**config.mk**
```make
export PLATFORM = sky130hd
export DESIGN_NAME = nes_pad_poller_flat
export DESIGN_NICKNAME = d
export VERILOG_FILES = /design/src/rtl/nes_pad_poller_if.sv /design/src/rtl/nes_pad_poller.sv /design/src/flat_wrapper.sv
export SDC_FILE = /design/constraint.sdc
export NUM_CORES = 1
export LEC_CHECK = 0
export ABC_CLOCK_PERIOD_IN_PS = 3240
export CAP_MARGIN = 20
export CORE_MARGIN = 2
export CORE_UTILIZATION = 30
export CTS_CLUSTER_SIZE = 20
export DETAILED_ROUTE_END_ITERATION = 7
export PLACE_DENSITY = 0.45
export SLEW_MARGIN = 20
export SYNTH_ARGS = -nofsm -noshare
export SYNTH_HDL_FRONTEND = slang
export SYNTH_SLANG_ARGS = --single-unit
```
**constraint.sdc**
```tcl
create_clock -name clk -period 3.24 [get_ports clk]
set_input_delay 0.648 -clock clk [delete_from_list [all_inputs] [get_ports clk]]
set_output_delay 0.648 -clock clk [all_outputs]
set_load 0.05 [all_outputs]
```
**src/rtl/nes_pad_poller_if.sv**
```systemverilog
// nes_pad_poller_if: NES connector pins plus published button state for nes_pad_poller
//   nes_data    pad -> poller, one active-low serial line per pad
//   nes_latch   poller -> pads, shared latch strobe
//   nes_pulse   poller -> pads, shared shift clock
//   buttons     held state, active-high, pad p in [8p+7:8p]
//   pressed     one-cycle press pulses, same layout as buttons
//   frame_valid one-cycle pulse when buttons updates
//   nes_reset   one-cycle reset request from the pad 0 combo
interface nes_pad_poller_if #(parameter int NUM_PADS = 1) ();
  logic [NUM_PADS-1:0]   nes_data;
  logic                  nes_latch;
  logic                  nes_pulse;
  logic [8*NUM_PADS-1:0] buttons;
  logic [8*NUM_PADS-1:0] pressed;
  logic                  frame_valid;
  logic                  nes_reset;
  modport master (input nes_data, output nes_latch, nes_pulse, buttons, pressed, frame_valid, nes_reset);
  modport slave (output nes_data, input nes_latch, nes_pulse, buttons, pressed, frame_valid, nes_reset);
endinterface

```
**src/rtl/nes_pad_poller.sv**
```systemverilog
// nes_pad_poller: polls NUM_PADS NES controllers, publishes held/pressed buttons and a combo reset
//   clk    system clock
//   reset  synchronous active-high reset
//   bus    nes_pad_poller_if master side (pad pins plus button outputs)
//   Optional NES_AUTOREPEAT_EN: per-button frame hold counters re-fire pressed at 16 frames, then every 6
module nes_pad_poller #(
  parameter int NUM_PADS     = 1,
  parameter int HALF_CYCLES  = 300,
  parameter int POLL_CYCLES  = 833333,
  parameter int RESET_FRAMES = 60
) (
  input logic              clk,
  input logic              reset,
  nes_pad_poller_if.master bus
);
  localparam int CW = $clog2(2*HALF_CYCLES) > 0 ? $clog2(2*HALF_CYCLES) : 1;
  localparam int PW = $clog2(POLL_CYCLES) > 0 ? $clog2(POLL_CYCLES) : 1;
  localparam int RW = $clog2(RESET_FRAMES+1) > 0 ? $clog2(RESET_FRAMES+1) : 1;
  localparam int NB = 8*NUM_PADS;
  typedef enum logic [2:0] {IDLE, LATCH, LATCH_GAP, PULSE_HI, PULSE_LO, UPDATE} state_t;
  state_t                     state_q, state_d;
  logic [CW-1:0]              cnt_q, cnt_d, lim;
  logic [2:0]                 bit_q, bit_d;
  logic [PW-1:0]              poll_q;
  logic [RW-1:0]              rf_q;
  logic [NUM_PADS-1:0][7:0]   sh_q;
  logic [NB-1:0]              new_b, buttons_q, pressed_q, press_d;
  logic                       frame_valid_q, nes_reset_q;
  logic                       tick, last, timed, samp, publish, combo, fire;
  assign tick  = poll_q == '0;
  assign new_b = sh_q;
  assign combo = &sh_q[0][3:0];
  assign fire  = combo && rf_q == RW'(RESET_FRAMES-1);
  // bit_q is the index of the next bit to sample; it wraps to 0 once bit 7 is in
  always_comb begin
    lim     = state_q == LATCH ? CW'(2*HALF_CYCLES-1) : CW'(HALF_CYCLES-1);
    last    = cnt_q == lim;
    timed   = state_q inside {LATCH, LATCH_GAP, PULSE_HI, PULSE_LO};
    cnt_d   = (timed && !last) ? cnt_q + 1'b1 : '0;
    samp    = last && (state_q == LATCH_GAP || state_q == PULSE_HI);
    bit_d   = samp ? bit_q + 1'b1 : bit_q;
    publish = last && state_q == PULSE_LO && bit_q == '0;
    state_d = state_q;
    case (state_q)
      IDLE:      state_d = tick ? LATCH : IDLE;
      LATCH:     state_d = last ? LATCH_GAP : LATCH;
      LATCH_GAP: state_d = last ? PULSE_HI : LATCH_GAP;
      PULSE_HI:  state_d = last ? PULSE_LO : PULSE_HI;
      PULSE_LO:  state_d = !last ? PULSE_LO : (bit_q == '0 ? UPDATE : PULSE_HI);
      default:   state_d = IDLE;
    endcase
  end
  always_ff @(posedge clk) begin
    if (reset) begin
      state_q <= IDLE;
      cnt_q   <= '0;
      bit_q   <= '0;
    end else begin
      state_q <= state_d;
      cnt_q   <= cnt_d;
      bit_q   <= bit_d;
    end
  end
`ifdef NES_AUTOREPEAT_EN
  logic [NB-1:0][3:0] hc_q, hc_d;
  // 15 -> 10 reload turns "16 frames, then every 6" into a 4-bit counter
  always_comb begin
    hc_d    = hc_q;
    press_d = '0;
    for (int i = 0; i < NB; i++) begin
      hc_d[i]    = !new_b[i] ? 4'd0 : !buttons_q[i] ? 4'd1 : hc_q[i] == 4'd15 ? 4'd10 : hc_q[i] + 4'd1;
      press_d[i] = new_b[i] && (!buttons_q[i] || hc_q[i] == 4'd15);
    end
  end
  always_ff @(posedge clk) begin
    if (reset) hc_q <= '0;
    else if (publish) hc_q <= hc_d;
  end
`else
  assign press_d = new_b & ~buttons_q;
`endif
  // outputs are loaded on entry to UPDATE so they are visible during that cycle
  always_ff @(posedge clk) begin
    if (reset) begin
      poll_q        <= '0;
      rf_q          <= '0;
      sh_q          <= '0;
      buttons_q     <= '0;
      pressed_q     <= '0;
      frame_valid_q <= 1'b0;
      nes_reset_q   <= 1'b0;
    end else begin
      poll_q        <= poll_q == PW'(POLL_CYCLES-1) ? '0 : poll_q + 1'b1;
      frame_valid_q <= publish;
      pressed_q     <= publish ? press_d : '0;
      nes_reset_q   <= publish && fire;
      if (samp)
        for (int p = 0; p < NUM_PADS; p++) sh_q[p][bit_q] <= ~bus.nes_data[p];
      if (publish) begin
        buttons_q <= new_b;
        rf_q      <= (combo && !fire) ? rf_q + 1'b1 : '0;
      end
    end
  end
  assign bus.nes_latch   = state_q == LATCH;
  assign bus.nes_pulse   = state_q == PULSE_HI;
  assign bus.buttons     = buttons_q;
  assign bus.pressed     = pressed_q;
  assign bus.frame_valid = frame_valid_q;
  assign bus.nes_reset   = nes_reset_q;
endmodule

```
**src/flat_wrapper.sv**
```systemverilog
// flat-port wrapper written by rule: the top's interface ports become plain ports
module nes_pad_poller_flat 
#(
  parameter int NUM_PADS     = 1,
  parameter int HALF_CYCLES  = 300,
  parameter int POLL_CYCLES  = 833333,
  parameter int RESET_FRAMES = 60
)
  (clk, reset, bus_nes_data, bus_nes_latch, bus_nes_pulse, bus_buttons, bus_pressed, bus_frame_valid, bus_nes_reset);
  nes_pad_poller_if #(.NUM_PADS(NUM_PADS)) bus_i ();
  input logic clk;
  input logic reset;
  input wire logic [$bits(bus_i.nes_data)-1:0] bus_nes_data;
  output wire logic [$bits(bus_i.nes_latch)-1:0] bus_nes_latch;
  output wire logic [$bits(bus_i.nes_pulse)-1:0] bus_nes_pulse;
  output wire logic [$bits(bus_i.buttons)-1:0] bus_buttons;
  output wire logic [$bits(bus_i.pressed)-1:0] bus_pressed;
  output wire logic [$bits(bus_i.frame_valid)-1:0] bus_frame_valid;
  output wire logic [$bits(bus_i.nes_reset)-1:0] bus_nes_reset;
  assign bus_i.nes_data = bus_nes_data;
  assign bus_nes_latch = bus_i.nes_latch;
  assign bus_nes_pulse = bus_i.nes_pulse;
  assign bus_buttons = bus_i.buttons;
  assign bus_pressed = bus_i.pressed;
  assign bus_frame_valid = bus_i.frame_valid;
  assign bus_nes_reset = bus_i.nes_reset;
  nes_pad_poller #(.NUM_PADS(NUM_PADS), .HALF_CYCLES(HALF_CYCLES), .POLL_CYCLES(POLL_CYCLES), .RESET_FRAMES(RESET_FRAMES)) u_core (.clk(clk), .reset(reset), .bus(bus_i));
endmodule
```
==> impl_metrics.yaml <==
status:
  status: "completed"
setup_path:
  worst-r2r-cell-count: 7
  cp-end-kind: "output pin"
  path_delay_family: "buffers and inverters"
  crit_cells: 4
  crit_buf_inv: 2
  rr_startpoint: "u_core.bit_q[0]$_SDFFE_PP0P_"
  r2r_slack_ns: 0.72
  cp.arrival_ns: 2.35
  reg2reg_to: "u_core.rf_q[3]$_SDFFE_PP0N_"
  crit_slowest_cell: "clkdlybuf4s50_1"
  crit_type: "reg2out"
  max_stage_delay_ns: 0.80
  startpoint: "u_core.state_q[1]$_SDFF_PP0_"
  cp.required_ns: 2.59
  critPathMaxFanout: 8
  endpoint: "bus_nes_pulse"
  path_cells: "nor2b_1, nand2_1, inv_1, clkdlybuf4s50_1"
  cp-start-kind: "register"
global_route:
  grt_max_degree: 21
  grt_pass1_vias: 2239
  antenna_found_initial: 0
  grt_usage_pct: 12.2
  grt_overflow: 0
  grt_first_pass_wirelength_microns: 10800
clock_network:
  cts.repair.resized: 0
  clock_latency_ns: 0.34
  cts-root-buf: "clkbuf_8"
  cts_sinks: 68
  htree_levels: 3
  numCtsBuffers: 9
  cts_tree: "done"
  clk_pin_slew_ns: 0.08
  cts_setup_buffers: 0
  cts_buffer_depth: 2
  hold_buffers: 0
pwr:
  power_density_nw_per_um2: 476
  p_leak_nw: 1.25
  peakVddDrop_uv: 179
  p_total_mw: 1.69
die:
  rows: 36
  core_area_sq_um: 9730
  io_pins: 23
  die_x_microns: 104
  die-area_sq_um: 10800
  initial_core_util_pct: 30.9
  dieHeight_microns: 104
timing:
  tns_ns: 0
  rsz0062_at_grt: "false"
  layout_min_cycle_time_ns: 3.00
  fmax_ghz: 0.334
  fin_crit_sh_pct: 92.5
  skew_ns: 0.00820
  worstMarginPinSlew_ns: 0.715
  finalHoldViolCount: 0
  slew_headroom_pct: 51.9
  setup-violations-final: 0
  worst_slack_ns: 0.244
  final_max_slew_viol_count: 0
route:
  vias: 2437
  ant_nets: 0
  drc: 0
  detail_route.wirelength_microns: 6220
  vias_per_cell: 4.84
  first_pass_iters: 4
  wl_per_cell_microns: 12.4
  drtIter0Drc: 91
placed_design:
  gp_congestion: 0.743
  post-place-cells: 487
  hpwl_microns: 4300
  port_buffers: 22
  place_ws_ns: 0.608
  placed_cell_area_sq_um: 3330
synth:
  postSynth.asyncResetShare_pct: 0
  yosysWarningCount: 0
  synth_top_cell_area_share_pct: 45.3
  netlist_area_sq_um: 3010
  synth_edf_count: 0
  syn_nets: 355
  synth_cell_types: 43
  ys.flop_type: "dfxtp_1"
  syn_avg_cell_area_sq_um: 8.69
  synthTopCellsByArea: "dfxtp_1, nor2_1, xor2_1"
  yosysSeqAreaShare_pct: 45.3
  synth_area_leader_cell: "dfxtp_1"
  ys_ff_latch: 68
  synth_cells: 346
layout:
  diodes: 0
  final_common_cell: "dfxtp_1"
  syn_to_final_growth_pct: 18.3
  final_layout_size_suffix_gt1_share_pct: 6.49
  fillCellCount: 1032
  final_cell_mix: "dfxtp_1, nor2_1, nand3_1, clkdlybuf4s50_1, nand2_1"
  multi_input_area_sq_um: 1530
  fin_cells: 503
  regArea_sq_um: 1360
  final_nets: 374
  fin_area_sq_um: 3560
worst_hold_path:
  hold_path_class: "reg2reg"
run:
  cap_violations: 0
[routing by layer]
| layer | track usage, % | share of wire, % |
|---|---|---|
| met4 | 4.34 | 1.5 |
| met3 | 3.70 | 3.0 |
| met2 | 18.9 | 45 |
| met5 | 0 | 0 |
| met1 | 16.0 | 51 |
[how the worst min path moves through the flow]
stage,from,end,slack (ns),cells past startpoint
after global placement,u_core.bus.buttons[1]$_SDFFE_PP0N_,u_core.bus.pressed[1]$_SDFF_PP0_,0.44,1
after detailed placement,u_core.bus.buttons[7]$_SDFFE_PP0N_,u_core.bus.pressed[7]$_SDFF_PP0_,0.44,1
after floorplan,u_core.rf_q[5]$_SDFFE_PP0N_,u_core.bus.nes_reset$_SDFF_PP0_,0.44,2
after global routing,u_core.bus.buttons[7]$_SDFFE_PP0N_,u_core.bus.pressed[7]$_SDFF_PP0_,0.47,1
after CTS,u_core.bus.buttons[7]$_SDFFE_PP0N_,u_core.bus.pressed[7]$_SDFF_PP0_,0.44,1
final,u_core.bus.buttons[7]$_SDFFE_PP0N_,u_core.bus.pressed[7]$_SDFF_PP0_,0.44,1
[cell type report]
| type | count | area share, % |
|---|---|---|
| sequential | 68 | 38.3 |
| inverter | 12 | 1.27 |
| timing repair buffer | 23 | 6.40 |
| multi-input combinational | 251 | 43.1 |
| clock inverter | 7 | 2.81 |
| clock buffer | 9 | 3.48 |
| tap | 133 | 4.68 |
[kinds of logic (layout without fill, tap and decap cells)]
kind of cell	after synthesis	in the layout	synth area share, %
compound gates	48	48	9.74
buf+inv	27	51	3.79
xor+xnor	22	22	6.41
simple gates	164	164	28.6
flops	68	68	45.3
mux	11	11	3.70
fa+ha+maj	6	6	2.50
[stage by stage]
stage                     utilization [%]  hold slack, ns
final                                36.5           0.442
after global placement               34.2           0.436
after CTS                            36.5           0.445
after detailed placement             34.2           0.435
after floorplan                         -           0.439
after global routing                 36.5           0.469
[power breakdown]
part | internal [mW] | switching (mW) | total (mW)
sequential | 0.841 | 0.0103 | 0.852
combinational | 0.0202 | 0.0369 | 0.0571
clock | 0.439 | 0.344 | 0.782
total | 1.30 | 0.391 | 1.69
[sequential cells by signal (all words and copies together) (netlist names)]
name                    count
u_core.bus.buttons          8
u_core.bit_q                3
u_core.state_q              3
u_core.cnt_q               10
u_core.new_b                8
u_core.rf_q                 6
u_core.poll_q              20
u_core.bus.pressed          8
u_core.bus.nes_reset        1
u_core.bus.frame_valid      1
[synthesized netlist by cell type, types with 2 or more instances]
library cell and n:
a311oi_1 2, o31ai_1 3, xnor2_1 7, mux2i_1 10, or2_2 2, clkbuf_1 10, dfxtp_1 68, buf_2 4
a31oi_1 2, nor3b_1 8, nand3b_1 2, nor2b_1 3, and4b_1 2, nor2_1 47, nor3_1 10, ha_1 6
nand2_1 21, nand2b_1 2, a21bo_2 2, a21oi_1 20, o21ai_0 11, nand4_1 9, and3_1 6, nand3_1 24
inv_1 12, a21o_1 2, nor4_1 7, or3_1 8, xor2_1 15, or4_1 8
Note: power is estimated with default switching activity, not from simulation.
